[src/rtl/pixel_seq_ctrl.sv]
// -----------------------------------------------------------------------------
// pixel_seq_ctrl
// Frame sequencer for the pixel array: erase -> expose -> convert -> banked
// readout, one read line per bank, with downstream back-pressure on readout
// and a one-cycle frame_done pulse after the last beat of the last bank.
//
// Ports
//   clk         in   1        system clock, all logic on posedge
//   reset       in   1        synchronous, active-high
//   start       in   1        request one frame; honoured only while idle
//   continuous  in   1        sampled on the last read beat: 1 = restart, 0 = idle
//   rd_ready    in   1        downstream accepts the current read beat
//   erase       out  1        pixel erase
//   expose      out  1        pixel expose
//   convert     out  1        ADC ramp enable
//   read        out  N_BANKS  one-hot bank select
//   busy        out  1        high whenever a frame is in progress
//   frame_done  out  1        one-cycle pulse after the final read beat
// -----------------------------------------------------------------------------
module pixel_seq_ctrl #(
    parameter int N_BANKS   = 4,
    parameter int C_ERASE   = 5,
    parameter int C_EXPOSE  = 255,
    parameter int C_CONVERT = 255,
    parameter int C_READ    = 1,
    parameter int CW        = 8
) (
    input  logic               clk,
    input  logic               reset,
    input  logic               start,
    input  logic               continuous,
    input  logic               rd_ready,
    output logic               erase,
    output logic               expose,
    output logic               convert,
    output logic [N_BANKS-1:0] read,
    output logic               busy,
    output logic               frame_done
);

    localparam int BW = (N_BANKS > 1) ? $clog2(N_BANKS) : 1;

    localparam logic [CW-1:0] ERASE_LAST   = CW'(C_ERASE - 1);
    localparam logic [CW-1:0] EXPOSE_LAST  = CW'(C_EXPOSE - 1);
    localparam logic [CW-1:0] CONVERT_LAST = CW'(C_CONVERT - 1);
    localparam logic [CW-1:0] READ_LAST    = CW'(C_READ - 1);
    localparam logic [BW-1:0] BANK_LAST    = BW'(N_BANKS - 1);
    localparam logic [CW-1:0] CNT_ONE      = CW'(1);
    localparam logic [BW-1:0] BANK_ONE     = BW'(1);

    typedef enum logic [2:0] {
        ST_IDLE    = 3'd0,
        ST_ERASE   = 3'd1,
        ST_EXPOSE  = 3'd2,
        ST_CONVERT = 3'd3,
        ST_READ    = 3'd4
    } state_t;

    state_t             state_r, state_s;
    logic [CW-1:0]      cnt_r, cnt_s;
    logic [BW-1:0]      bank_r, bank_s;
    // start is captured for one cycle before the frame begins, so the first
    // erase cycle lands one edge after the edge that sampled start.
    logic               start_q_r, start_q_s;
    logic               erase_r, erase_s;
    logic               expose_r, expose_s;
    logic               convert_r, convert_s;
    logic [N_BANKS-1:0] read_r, read_s;
    logic               busy_r, busy_s;
    logic               done_r, done_s;

    // Next-state, counter/bank update and registered-output decode.
    always_comb begin
        state_s   = state_r;
        cnt_s     = cnt_r;
        bank_s    = bank_r;
        start_q_s = 1'b0;
        done_s    = 1'b0;

        case (state_r)
            ST_IDLE: begin
                cnt_s  = {CW{1'b0}};
                bank_s = {BW{1'b0}};
                if (start_q_r) begin
                    state_s = ST_ERASE;
                end else begin
                    start_q_s = start;
                end
            end
            ST_ERASE: begin
                if (cnt_r == ERASE_LAST) begin
                    state_s = ST_EXPOSE;
                    cnt_s   = {CW{1'b0}};
                end else begin
                    cnt_s = cnt_r + CNT_ONE;
                end
            end
            ST_EXPOSE: begin
                if (cnt_r == EXPOSE_LAST) begin
                    state_s = ST_CONVERT;
                    cnt_s   = {CW{1'b0}};
                end else begin
                    cnt_s = cnt_r + CNT_ONE;
                end
            end
            ST_CONVERT: begin
                if (cnt_r == CONVERT_LAST) begin
                    state_s = ST_READ;
                    cnt_s   = {CW{1'b0}};
                    bank_s  = {BW{1'b0}};
                end else begin
                    cnt_s = cnt_r + CNT_ONE;
                end
            end
            ST_READ: begin
                // A beat is accepted only while the bank's read line is driven.
                if (read_r[bank_r] && rd_ready) begin
                    if (cnt_r == READ_LAST) begin
                        cnt_s = {CW{1'b0}};
                        if (bank_r == BANK_LAST) begin
                            bank_s  = {BW{1'b0}};
                            done_s  = 1'b1;
                            state_s = continuous ? ST_ERASE : ST_IDLE;
                        end else begin
                            bank_s = bank_r + BANK_ONE;
                        end
                    end else begin
                        cnt_s = cnt_r + CNT_ONE;
                    end
                end else begin
                    cnt_s = cnt_r;
                end
            end
            default: begin
                state_s = ST_IDLE;
                cnt_s   = {CW{1'b0}};
                bank_s  = {BW{1'b0}};
            end
        endcase

        // Outputs are decoded from the next state so they register together
        // with the state they describe.
        erase_s   = (state_s == ST_ERASE);
        expose_s  = (state_s == ST_EXPOSE);
        convert_s = (state_s == ST_CONVERT);
        busy_s    = (state_s != ST_IDLE);
        read_s    = {N_BANKS{1'b0}};
        if (state_s == ST_READ) begin
            read_s[bank_s] = 1'b1;
        end else begin
            read_s = {N_BANKS{1'b0}};
        end
    end

    // State, counters and output registers.
    always_ff @(posedge clk) begin
        if (reset) begin
            state_r   <= ST_IDLE;
            cnt_r     <= {CW{1'b0}};
            bank_r    <= {BW{1'b0}};
            start_q_r <= 1'b0;
            erase_r   <= 1'b0;
            expose_r  <= 1'b0;
            convert_r <= 1'b0;
            read_r    <= {N_BANKS{1'b0}};
            busy_r    <= 1'b0;
            done_r    <= 1'b0;
        end else begin
            state_r   <= state_s;
            cnt_r     <= cnt_s;
            bank_r    <= bank_s;
            start_q_r <= start_q_s;
            erase_r   <= erase_s;
            expose_r  <= expose_s;
            convert_r <= convert_s;
            read_r    <= read_s;
            busy_r    <= busy_s;
            done_r    <= done_s;
        end
    end

    assign erase      = erase_r;
    assign expose     = expose_r;
    assign convert    = convert_r;
    assign read       = read_r;
    assign busy       = busy_r;
    assign frame_done = done_r;

endmodule

[config.mk]
export PLATFORM = sky130hd
export DESIGN_NAME = pixel_seq_ctrl
export DESIGN_NICKNAME = d
export VERILOG_FILES = /design/src/rtl/pixel_seq_ctrl.sv
export SDC_FILE = /design/constraint.sdc
export NUM_CORES = 1
export LEC_CHECK = 0
export BUFFER_PORTS_ARGS = -buffer_cell sky130_fd_sc_hd__clkbuf_2
export CORE_MARGIN = 2
export CORE_UTILIZATION = 57
export CTS_BUF_LIST = sky130_fd_sc_hd__clkbuf_8 sky130_fd_sc_hd__clkbuf_16
export DETAILED_ROUTE_END_ITERATION = 16
export HOLD_SLACK_MARGIN = 0.15
export MAX_ROUTING_LAYER = met4
export PLACE_DENSITY = 0.88
export SLEW_MARGIN = 5
export SYNTH_ARGS = -nofsm -noshare
export SYNTH_HDL_FRONTEND = slang
export SYNTH_SLANG_ARGS = --single-unit
[constraint.sdc]
create_clock -name clk -period 2.4 [get_ports clk]
set_input_delay 0.12 -clock clk [delete_from_list [all_inputs] [get_ports clk]]
set_output_delay 0.12 -clock clk [all_outputs]
set_load 0.1 [all_outputs]
==> results.md, run 1 <==
- The count of distinct cell types in the synthesized netlist is 51.
- In this run, placement finished with an instance count of 163.
- The overall die area is 2620 um2.
- The areal power density over the cells is 493 nW/um2.
- The worst register-to-register path has a depth of 7.
- The routed length per placed instance is 14.8 um.
- The critical register-to-register path endpoint is read[3].
- The most critical setup path has its endpoint at read[3].
- The startpoint of the worst-slack reg-to-reg timing path is cnt_r[0].
- Setup repair after global routing left no endpoint under its margin.
- Summing the areas of all xor and xnor instances in the mapped netlist gives 4.14% of the synthesized area.
- The via count of the first global-routing pass came to 912.
- The combinational family with the most area after synthesis is simple AND/OR/NAND/NOR gates.
- The routability-driven placement congestion ratio is 0.878.
- The max-cap check violation count is 0.
- For this configuration, the core starts out at a cell density of 59.1%.
- Counting every net in the synthesized netlist gives 135.
- The number of diodes is 0.
- The flow ran to the end, and the final reports show no timing, DRC or antenna violations.
- Of all nets on the critical path, the largest fanout is 5.
- For the final database, setup skew stands at 0.00343 ns.
- The initial antenna violation count is 0.
- The signal arrival time at the worst endpoint is 2.24 ns.
- The count of pins over their slew limit is 0.
- The worst setup path is launched from a flop.
- TritonCTS built the clock tree.
- The synthesized netlist devotes 29.8% of its cell area to simple gates.
- For the worst setup path, the data required time is 2.56 ns.
- The number of buffers and inverters on the critical path is 1.
- The number of buffers added by the clock tree synthesis step is 3.
- The cell depth of the worst setup path is 7.
- Across all layers, the routed design uses 987 vias.
- The first global-routing pass estimated 4220 um of wire.
- The type of the tightest min-delay check is in2reg.
- The most used flip-flop cell after synthesis is dfxtp_1.
- The number of fill cells in the layout is 159.
- The detailed router's first-iteration violation count is 29.
- The capturing element type of the critical path is a flop.
- The post-layout minimum cycle time is 2.08 ns.
- The TritonCTS sink count is 23.
- The number of instances in the synthesized netlist is 126.
- The pin count of the biggest net entering global routing is 13.
- In this design, the stage delay of the slowest critical-path cell is 0.39 ns.
- The mean post-synth cell area is 10.1 um2.
- In this run the vertical extent of the chip is 51.2 um.
- The net count of the finished layout is 150.
- The post-synthesis sequential element count is 23.
- The share of cell area taken by muxes after synthesis is 1.58%.
- The number of failing hold endpoints at the final stage is 0.
- The peak ir drop on the vdd network is 0.000333 V.
- The number of DRC violations after detailed routing is 0.
- The worst path uses 86.6% of the clock period.
- The x dimension of the die is 51.2 um.
- The critical path in this run is classified as reg2reg.
- The H-tree depth is 1.
- The root buffer cell is clkbuf_8.
- The most critical setup path has its startpoint at cnt_r[0].
- Compared with the post-synthesis result, the final layout area differs by 9.96%.
- The first detailed-routing pass ran for 4 iterations.
- Clock latency on the worst-skew pair, taken at its later pin, is 0.26 ns.
- The share of the synthesized area in compound gates (AO/OA/AOI/OAI) is 20.8%.
- The cell with the biggest individual delay on the critical path is o41ai_2.
- In this run, synthesis inferred 0 flip-flops with an integrated enable.
- Counting along the longest clock path gives a buffer depth of 2.
- Of the cells placed in the final design, the portion with a size suffix greater than 1 is 24.3%.
- The normalized max-slew margin is 57.9%.
- In this run the count of I/O pins placed on the die edge is 14.
- The number of vias per cell after detailed routing is 5.88.
- In this run the cell area of the synthesized design comes to 1270 um2.
- The count of buffers from port buffering is 13.
- The achievable frequency is 0.481 GHz.
- The synthesized-area fraction occupied by adder cells is 3.94%.
- The number of standard cells in the final layout excluding fillers is 168.
- The number of rows in the core area is 17.
- The core region is 2150 um2.
- The count of antenna-violating nets left after detailed routing is 0.
- The post-synthesis sequential area ratio is 36.3%.
- The estimated wirelength of the detail-placed design is 1970 um.
- The final global-route overflow total is 0.
- Buffers added to address setup during post-CTS repair amount to 0.
- The Yosys step of the flow raised 0 warnings.
- The proportion of synthesized flip-flops having asynchronous set or reset is 0%.
- The critical path goes through inv_1, ha_1, nor3b_1, a21oi_2, o41ai_2, o21ai_1, and3b_1.
- Global routing consumed, over all layers together, 22.3% of the routing resources.
- The final layout contains routed wiring with a total length of 2480 um.
- After clock tree synthesis, the clock-pin slew on the worst setup and hold paths is 0.08 ns.
- The number of endpoints failing setup at the final stage is 0.
- Broken down by cell family, the worst path's largest delay share belongs to compound AO/OA/AOI/OAI gates.
- At the pin with the least slew margin, the transition time is 0.625 ns.
- Summed over all cells, the static leakage comes to 0.523 nW.
- In the final timing run, aggregate negative setup slack is 0 ns.
- The slack of the worst reg-to-reg path is 0.32 ns.
cells by family (layout without fill, tap and decap cells):
group / Yosys count / count (layout)
muxes: 2 / 2
and+or+nand+nor: 58 / 58
AOI/OAI and AO/OA: 25 / 25
xor gates and xnor gates: 6 / 6
adders and majority gates: 4 / 4
DFF: 23 / 23
buffers and inverters: 8 / 22
layer usage:
layer / part of all wire (%) / up-vias / global-route usage (%)
met1: 44 / 460 / 27.4
met3: 4.4 / 4 / 3.22
li1: - / 497 / -
met4: 1.9 / 0 / 11.7
met5: 0 / - / -
met2: 50 / 26 / 35.3
layout by cell type (no fill, tap or decap), types with 2 or more instances in the layout:
master / synthesis / routed
o41ai_2: 3 / 3
nand3_1: 4 / 4
and4_1: 2 / 2
or3b_1: 2 / 2
clkbuf_2: 1 / 13
nor2b_1: 2 / 2
or4_4: 2 / 2
xnor2_1: 2 / 2
a21oi_1: 3 / 3
dfxtp_1: 23 / 23
inv_1: 4 / 5
o21ai_1: 3 / 3
and2_1: 3 / 3
mux2i_1: 2 / 2
nand4_1: 3 / 3
nand2_1: 9 / 9
and3_1: 4 / 4
nor3b_1: 2 / 2
xor2_1: 4 / 4
nor3b_2: 2 / 2
or3_1: 2 / 2
ha_1: 4 / 4
clkbuf_8: 0 / 3
nor2_1: 12 / 12
sequential cells by signal (all words and copies together), names as in the netlist:
name and cells:
cnt_r 8, read 4, state_r 3, bank_r 2, busy 1, convert 1
erase 1, expose 1, frame_done 1, start_q_r 1
Yosys cell counts (3+ instances only):
master / count / area, um2
a21oi_1: 3 / 15.0
and2_1: 3 / 18.8
and3_1: 4 / 25.0
dfxtp_1: 23 / 460
ha_1: 4 / 50.1
inv_1: 4 / 15.0
nand2_1: 9 / 33.8
nand3_1: 4 / 20.0
nand4_1: 3 / 18.8
nor2_1: 12 / 45.0
o21ai_1: 3 / 15.0
o41ai_2: 3 / 48.8
xor2_1: 4 / 35.0
final cells by class:
| cell class | instances | area [um2] | share of cell area (%) |
|---|---|---|---|
| multi-input combinational | 95 | 764 | 54.8 |
| sequential | 23 | 460 | 33.0 |
| timing repair buffer | 14 | 75.1 | 5.38 |
| clock buffer | 3 | 41.3 | 2.96 |
| tap | 28 | 35.0 | 2.51 |
| inverter | 4 | 15.0 | 1.08 |
| clock inverter | 1 | 3.75 | 0.269 |
per-stage QoR:
stage / setup slack (ns) / cell area [um2] / hold slack [ns] / power [mW] / utilization, %
2_1_floorplan: 0.0293 / 1270 / 0.302 / 0.451 / -
3_3_place_gp: 0.431 / 1340 / 0.386 / 0.462 / 62.4
3_5_place_dp: 0.336 / 1340 / 0.398 / 0.463 / 62.4
4_1_cts: 0.325 / 1400 / 0.230 / 0.693 / 64.9
5_1_grt: 0.207 / 1400 / 0.260 / 0.713 / 64.9
6_report: 0.322 / 1400 / 0.229 / 0.687 / 64.9
worst register-to-register path, delay by kind of cell, from the launching register on:
kind / cells / cell delay (ns)
simple gates: 2 / 0.57
fa+ha+maj: 1 / 0.18
buf+inv: 1 / 0.14
compound gates: 3 / 0.76
flops: 1 / 0.34
where the power goes:
part	internal (mW)	leakage, nW	switching, mW
registers	0.387	0.186	0.00631
clock network	0.114	0.0269	0.118
logic	0.0196	0.310	0.0423
total	0.521	0.523	0.166
worst min path at each step:
stage                from          to  slack, ns  cells after the start
floorplan           start   start_q_r       0.30                      1
global route        reset  state_r[1]       0.26                      2
global placement    start   start_q_r       0.39                      2
CTS                 reset  state_r[1]       0.23                      2
finish              reset    cnt_r[4]       0.23                      2
detailed placement  start   start_q_r       0.40                      2
timing repair:
item,4_1_cts,5_1_grt
hold buffers,1,0
gates resized for setup,0,0
endpoints found under the hold margin,1,0
No activity file was read; power rests on OpenSTA's default activity.
==> run 2: changes to the inputs <==
--- a/config.mk
+++ b/config.mk
@@ -5,14 +5,15 @@
 export SDC_FILE = /design/constraint.sdc
 export NUM_CORES = 1
 export LEC_CHECK = 0
+export ABC_AREA = 1
 export BUFFER_PORTS_ARGS = -buffer_cell sky130_fd_sc_hd__clkbuf_2
 export CORE_MARGIN = 2
-export CORE_UTILIZATION = 57
+export CORE_UTILIZATION = 51
 export CTS_BUF_LIST = sky130_fd_sc_hd__clkbuf_8 sky130_fd_sc_hd__clkbuf_16
 export DETAILED_ROUTE_END_ITERATION = 16
 export HOLD_SLACK_MARGIN = 0.15
 export MAX_ROUTING_LAYER = met4
-export PLACE_DENSITY = 0.88
+export PLACE_DENSITY = 0.84
 export SLEW_MARGIN = 5
 export SYNTH_ARGS = -nofsm -noshare
 export SYNTH_HDL_FRONTEND = slang
==> constraint.sdc (replaced) <==
create_clock -name clk -period 1.83 [get_ports clk]
set_input_delay 0.0915 -clock clk [delete_from_list [all_inputs] [get_ports clk]]
set_output_delay 0.0915 -clock clk [all_outputs]
set_load 0.1 [all_outputs]
==> results.md, run 2 <==
- The most common cell in the synthesized netlist is nand2_1.
- The pin count of the biggest net entering global routing is 14 (+1).
- The static power due to leakage was 0.665 nW (+27%).
- The worst clock skew on the final layout is 0.00188 ns (-0.00154 ns).
- The x dimension of the die was 53.5 um (+4.4%).
- The library cells used most frequently in the layout, excluding fill and tap cells, are nand2_1, inv_1, nor2_1.
- The count of buffers from port buffering is 13 (unchanged).
- The number of failing hold endpoints at the final stage is 0 (unchanged).
- For this design, the slowest cell found on the critical path is dfxtp_1.
- The number of enable flip-flop cells after synthesis is 0 (unchanged).
- After synthesis, the cell types taking the most area are dfxtp_1, nand2_1, inv_1, nor2_1, nand3_1.
- The achievable frequency is 0.610 GHz (+27%).
- The longest individual stage delay on the worst path is 0.34 ns (-0.05 ns).
- The part of the cycle the worst path needs is 89.5% (+3.0 points).
- The estimated wirelength of the detail-placed design was 2030 um (+3.5%).
- The areal power density over the cells is 659 nW/um2 (+34%).
- The mapped cell area is 1250 um2 (-1.7%).
- The number of buffers inserted by post-CTS setup repair is 0 (unchanged).
- From synthesis to final layout, the design area changed by 13.7%.
- The number of buffers on the longest clock path is 2 (unchanged).
- The H-tree depth is 1 (unchanged).
- The data required time at the worst endpoint came to 1.99 ns (-0.57 ns).
- The total length of routed wires is 2690 um (+8.3%).
- The core area was 2250 um2 (+5.0%).
- The startpoint of the worst-slack reg-to-reg timing path is cnt_r[0].
- The mean post-synth cell area is 6.97 um2 (-31%).
- The clock-pin slew of the registers on the worst-case setup and hold paths was 0.08 ns (about the same).
- The number of diodes is 0 (unchanged).
- The number of DRC violations after detailed routing is 0 (unchanged).
- The critical path goes through inv_1, ha_1, nand2_1, nor2_4, nand3_1, nor2_1, nor2_1, nand2_1, nand2_2, nand2_2, nand2_1.
- The wire length of the first global-routing pass is 4540 um (+7.5%).
- The signal arrival time at the worst endpoint is 1.80 ns (-0.44 ns).
- The via count of the first global-routing pass is 1145 (+26%).
- The initial antenna violation count is 0 (unchanged).
- The largest fanout on the critical path is 7 (+2).
- The worst setup path is captured at a flop.
- The routed length per placed instance is 11.9 um (-20%).
- The number of rows in the core area is 17 (unchanged).
- The post-placement cell area is 1350 um2 (+0.93%).
- The post-layout minimum cycle time is 1.64 ns (-0.439 ns).
- The peak ir drop on the vdd network is 0.000408 V (+23%).
- The count of yosys warnings during synthesis is 0 (unchanged).
- The vertical die dimension is 53.5 um (+4.4%).
- The TritonCTS sink count is 23 (unchanged).
- The count of pins over their slew limit was 0 (unchanged).
- The overall fraction of global-route tracks in use is 22.4% (+0.15 points).
- The detailed router's first-iteration violation count is 37 (+28%).
- The final global-route overflow total is 0 (unchanged).
- The post-synthesis sequential area ratio is 36.9% (+0.62 points).
- The number of endpoints failing setup at the final stage was 0 (unchanged).
- The max-cap check violation count is 0 (unchanged).
- The top-level I/O count is 14 (unchanged).
- The largest total area in the synthesized netlist belongs to dfxtp_1.
- The count of antenna-violating nets left after detailed routing is 0 (unchanged).
- The overall die area came to 2860 um2 (+9.1%).
- The total negative setup slack came to 0 ns (unchanged).
- The number of search-and-repair iterations in the first detailed-routing pass is 4 (unchanged).
- The final net count was 208 (+39%).
- The proportion of synthesized flip-flops having asynchronous set or reset is 0% (unchanged).
- The register with the most flip-flops is cnt_r.
- The most frequent cell on the critical path is nand2_1.
- The post-route cell area is 1420 um2 (+1.7%).
- The flow ran to the end, and the final reports show no timing, DRC or antenna violations.
- The routability-driven placement congestion ratio is 0.981 (+12%).
- Setup repair after global routing left no endpoint under its margin.
- In this run the worst setup path begins at cnt_r[0].
- The worst setup path is of the reg2reg kind.
- STA classifies the critical path startpoint as a flop.
- The area share of the largest cell type after synthesis is 36.9% (+0.62 points).
- In this run the clock root is driven by a clkbuf_8.
- The number of buffers added by the clock tree synthesis step is 3 (unchanged).
- The worst hold path belongs to the class in2reg.
- In this run the most critical hold path is launched from rd_ready.
- The CTS tree is done.
- The post-synthesis sequential element count is 23 (unchanged).
- The fraction of final layout cells with drive strength greater than 1 is 21.7% (-2.6 points).
- The flip-flop count of the largest register after layout came to 8 (unchanged).
- The measured slew at the worst slew-check pin is 0.544 ns (-0.0811 ns).
- The clock latency at the later pin of the worst-skew pair is 0.27 ns (about the same).
- The post-synthesis net count is 188 (+39%).
- The number of vias per cell after detailed routing is 5.25 (-11%).
- Counting instances in the post-synthesis netlist gives the leading cell types as nand2_1, dfxtp_1, inv_1, nor2_1, nand3_1.
- The number of instances in the synthesized netlist was 179 (+42%).
- The library cell used most frequently in the layout, excluding fill and tap cells, is nand2_1.
- The number of vias in the routed layout came to 1187 (+20%).
- The count of distinct cell types in the synthesized netlist came to 25 (-51%).
- The dominant register cell in the synthesized netlist is dfxtp_1.
- The normalized max-slew margin is 63.9% (+6.0 points).
- The initial core utilization is 55.3% (-3.7 points).
## run 2: cell count changes in the layout (fill, tap and decap cells not counted), sizes merged, moves of 8 or more
cell and change:
inv +21, o21ai +8, nor2 +15, nand3 +9
nand2 +42
## run 2: cells by family after synthesis
group / synth area share (%)
AO/OA/AOI/OAI: 9.23
XOR/XNOR: 2.81
adder cells (fa/ha/maj): 4.01
buffers and inverters: 8.22
flip-flops: 36.9
AND/OR/NAND/NOR: 38.8
## run 2: repair_timing
action | CTS | global route
hold buffers | 2 | 0
resized for setup | 0 | 0
endpoints found under the hold margin | 5 | 0
## run 2: area by class of cell
type	count	area (um2)
Timing Repair Buffer	15	85.1
Multi-Input combinational cell	129	684
Clock inverter	1	5.00
Sequential cell	23	465
Tap cell	28	35.0
Clock buffer	3	41.3
Inverter	27	103
Fill cell	211	836
## run 2: path summary, 6_finish.rpt
| path | to | slack, ns | cells after the start |
|---|---|---|---|
| worst max-delay path | busy | 0.19 | 11 |
| worst min-delay path | frame_done | 0.15 | 3 |
| worst max register to register | busy | 0.19 | 11 |
| worst min register to register | start_q_r | 0.42 | 1 |
## run 2: metal layers
| metal | track usage [%] | vias to the layer above | part of all wire, % |
|---|---|---|---|
| met5 | - | - | 0 |
| met4 | 13.7 | 0 | 2.8 |
| met3 | 3.11 | 11 | 4.5 |
| met2 | 38.1 | 36 | 49 |
| met1 | 24.6 | 541 | 44 |
| li1 | - | 599 | - |
## run 2: metrics by stage
step	utilization, %	total power [mW]	std cells	worst slack [ns]	hold slack [ns]
after floorplan	-	0.604	179	0.283	0.161
after global placement	60.0	0.622	220	0.309	0.337
after detailed placement	60.0	0.626	220	0.212	0.344
after CTS	62.9	0.941	226	0.202	0.150
after global routing	62.9	0.972	226	0.0224	0.173
final	62.9	0.936	226	0.191	0.153
## run 2: report_power, final
group	switching (mW)	leakage (nW)	total [mW]	internal, mW
clock network	0.166	0.0255	0.318	0.152
logic	0.0737	0.452	0.104	0.0298
registers	0.00522	0.188	0.514	0.509
## run 2: critical path: cells and delay by family (launching register included)
| kind | cells | cell delay, ns |
|---|---|---|
| fa+ha+maj | 1 | 0.18 |
| buf+inv | 1 | 0.10 |
| flops | 1 | 0.34 |
| simple gates | 9 | 0.92 |
==> run 3: changes to the inputs <==
--- a/config.mk
+++ b/config.mk
@@ -5,7 +5,6 @@
 export SDC_FILE = /design/constraint.sdc
 export NUM_CORES = 1
 export LEC_CHECK = 0
-export ABC_AREA = 1
 export BUFFER_PORTS_ARGS = -buffer_cell sky130_fd_sc_hd__clkbuf_2
 export CORE_MARGIN = 2
 export CORE_UTILIZATION = 51
==> results.md, run 3 (same netlist as run 1, synthesis figures left out) <==
- The post-placement cell area is 1490 um2 (+9.8%).
- The post-route cell area came to 1690 um2 (+19%).
- The flip-flop count of the largest register after layout is 8 (unchanged).
- The number of vias in the routed layout is 1186 (-0.084%).
- The switching power came to 0.236 mW (-3.8%).
- The number of buffers on the longest clock path was 2 (unchanged).
- The number of endpoints failing setup at the final stage is 2 (+2).
- The number of vias per cell after detailed routing was 6.18 (+18%).
- The count of antenna-violating nets left after detailed routing is 0 (unchanged).
- The worst setup path is captured at a flop.
- The core occupancy in the finished layout was 70.0% (+7.1 points).
- The number of diodes is 0 (unchanged).
- The share of total power in the clock network is 33.6% (-0.4 points).
- The final reports fail on setup timing.
- The detailed router's first-iteration violation count was 29 (-22%).
- The TritonCTS sink count was 23 (unchanged).
- The data required time at the worst endpoint is 2.04 ns (+0.05 ns).
- The peak ir drop on the vdd network is 0.000488 V (+20%).
- The count of pins over their slew limit is 0 (unchanged).
- The library cell used most frequently in the layout, excluding fill and tap cells, is buf_4.
- Setup repair after global routing could not meet its margin everywhere.
- The switching part of the total is 25.3% (-0.86 points).
- The final global-route overflow total was 0 (unchanged).
- The clock latency at the later pin of the worst-skew pair is 0.26 ns (about the same).
- Clock tree synthesis selected as its root buffer the cell clkbuf_8.
- The count of buffers from port buffering came to 13 (unchanged).
- The x dimension of the die is 53.9 um (+0.79%).
- The areal power density over the cells was 552 nW/um2 (-16%).
- The number of buffers added by the clock tree synthesis step came to 3 (unchanged).
- The number of DRC violations after detailed routing came to 0 (unchanged).
- The number of failing hold endpoints at the final stage is 0 (unchanged).
- From synthesis to final layout, the design area changed by 32.9%.
- The core area is 2410 um2 (+6.9%).
- The normalized max-slew margin is 63.9% (about the same).
- The final net count is 172 (-17%).
- The type of the worst setup path is reg2reg.
- The signal arrival time at the worst endpoint is 2.08 ns (+0.28 ns).
- The vertical die dimension is 53.9 um (+0.79%).
- The part of the power in registers was 54.7% (-0.2 points).
- The clock-pin slew of the registers on the worst-case setup and hold paths is 0.08 ns (about the same).
- The worst setup path is launched from a flop.
- The routability-driven placement congestion ratio came to 0.848 (-14%).
- The overall die area is 2900 um2 (+1.6%).
- TritonCTS built the clock tree.
- The max-cap check violation count is 0 (unchanged).
- The top cell types in the final layout, fill and taps aside, are buf_4, clkbuf_2, nor2_1, dfxtp_1, nand2_1.
- The worst hold path belongs to the class in2reg.
- The worst clock skew on the final layout is 0.00192 ns (+0.0000396 ns).
- The static power due to leakage was 0.665 nW (about the same).
- The H-tree depth is 1 (unchanged).
- The cell internal power dissipation came to 0.695 mW (+0.58%).
- The number of search-and-repair iterations in the first detailed-routing pass is 4 (unchanged).
- The final worst-path setup slack is -0.0390 ns (-0.230 ns).
- The top-level I/O count is 14 (unchanged).
- The via count of the first global-routing pass is 1078 (-5.9%).
- The initial antenna violation count is 0 (unchanged).
- The largest fanout on the critical path is 4 (-3).
- The number of rows in the core area came to 18 (+1).
- The part of the cycle the worst path needs is 102% (+13 points).
- The wire length of the first global-routing pass is 4880 um (+7.4%).
- The total length of routed wires is 3470 um (+29%).
- The routed length per placed instance came to 18.1 um (+52%).
- The total area of sequential cells is 487 um2 (+4.6%).
- The fraction of final layout cells with drive strength greater than 1 was 50.6% (+29 points).
- The initial core utilization was 52.6% (-2.7 points).
- The total area of multi-input combinational cells is 858 um2 (+25%).
- The measured slew at the worst slew-check pin is 0.544 ns (-0.000360 ns).
- The number of fill cells in the layout was 157 (-26%).
- The overall fraction of global-route tracks in use is 24.5% (+2.1 points).
- The register with the most flip-flops is cnt_r.
- The pin count of the biggest net entering global routing was 14 (unchanged).
- The portion of total power attributed to combinational logic was 11.7% (+0.6 points).
- The post-layout minimum cycle time is 1.87 ns (+0.230 ns).
- The estimated wirelength of the detail-placed design is 2050 um (+0.59%).
- The flow ran to the end, but the final reports show violations.
- The achievable frequency is 0.535 GHz (-12%).
## run 3: changes by cell type in the layout (fill, tap and decap cells not counted), sizes merged, moves of 8 or more
cell   change
nor2      -15
inv       -22
buf       +22
nand2     -42
o21ai      -8
nand3      -9
## run 3: final timing paths
kind | from | to | slack [ns] | cells past startpoint
min reg2reg | start_q_r | start_q_r | 0.59 | 2
max reg2reg | cnt_r[0] | erase | -0.04 | 7
max | cnt_r[0] | erase | -0.04 | 7
min | continuous | state_r[0] | 0.21 | 3
## run 3: final cells by class
class	instances	area share [%]
multi-input cells	95	50.9
flip-flops and latches	23	28.9
repair buffers	36	14.2
clock buffers	3	2.45
well taps	30	2.23
inverters	4	1.04
clock inverters	1	0.297
## run 3: what timing repair did
item                                    in CTS  in global routing
resized for setup                            9                 19
endpoints found under the setup margin      14                 17
pin swaps                                    3                  8
setup buffers                                0                  5
hold buffers                                 1                  0
cloned                                       0                  0
hold endpoints to repair                     1                  0
## run 3: per-stage QoR
stage	total power [mW]	cells	setup slack [ns]	hold WS (ns)	TNS [ns]
detailed placement	0.612	182	-0.142	0.365	-0.564
CTS	0.920	187	0.0107	0.195	0
floorplan	0.586	126	0.00261	0.274	0
global route	0.959	192	-0.0996	0.231	-0.297
global placement	0.610	182	0.00206	0.359	0
finish	0.930	192	-0.0390	0.207	-0.0586
## run 3: worst max-delay path: stages, from the launching register on
cell	delay, ns
dfxtp_2	0.36
inv_4	0.05
ha_4	0.15
nor2b_4	0.12
and4_4	0.21
or4_4	0.55
a31oi_4	0.20
and3_1	0.17
## run 3: power groups by stage
stage	Clock, mW	Combinational (mW)	Sequential [mW]
floorplan	0	0.0451	0.541
global placement	0	0.0900	0.520
detailed placement	0	0.0911	0.521
CTS	0.315	0.0953	0.509
global route	0.333	0.116	0.510
finish	0.312	0.109	0.509
## run 3: routing by layer
metal	track usage, %	routed length (um)
met4	12.0	129
met2	43.7	1770
met5	-	0
met1	26.9	1440
met3	2.50	130
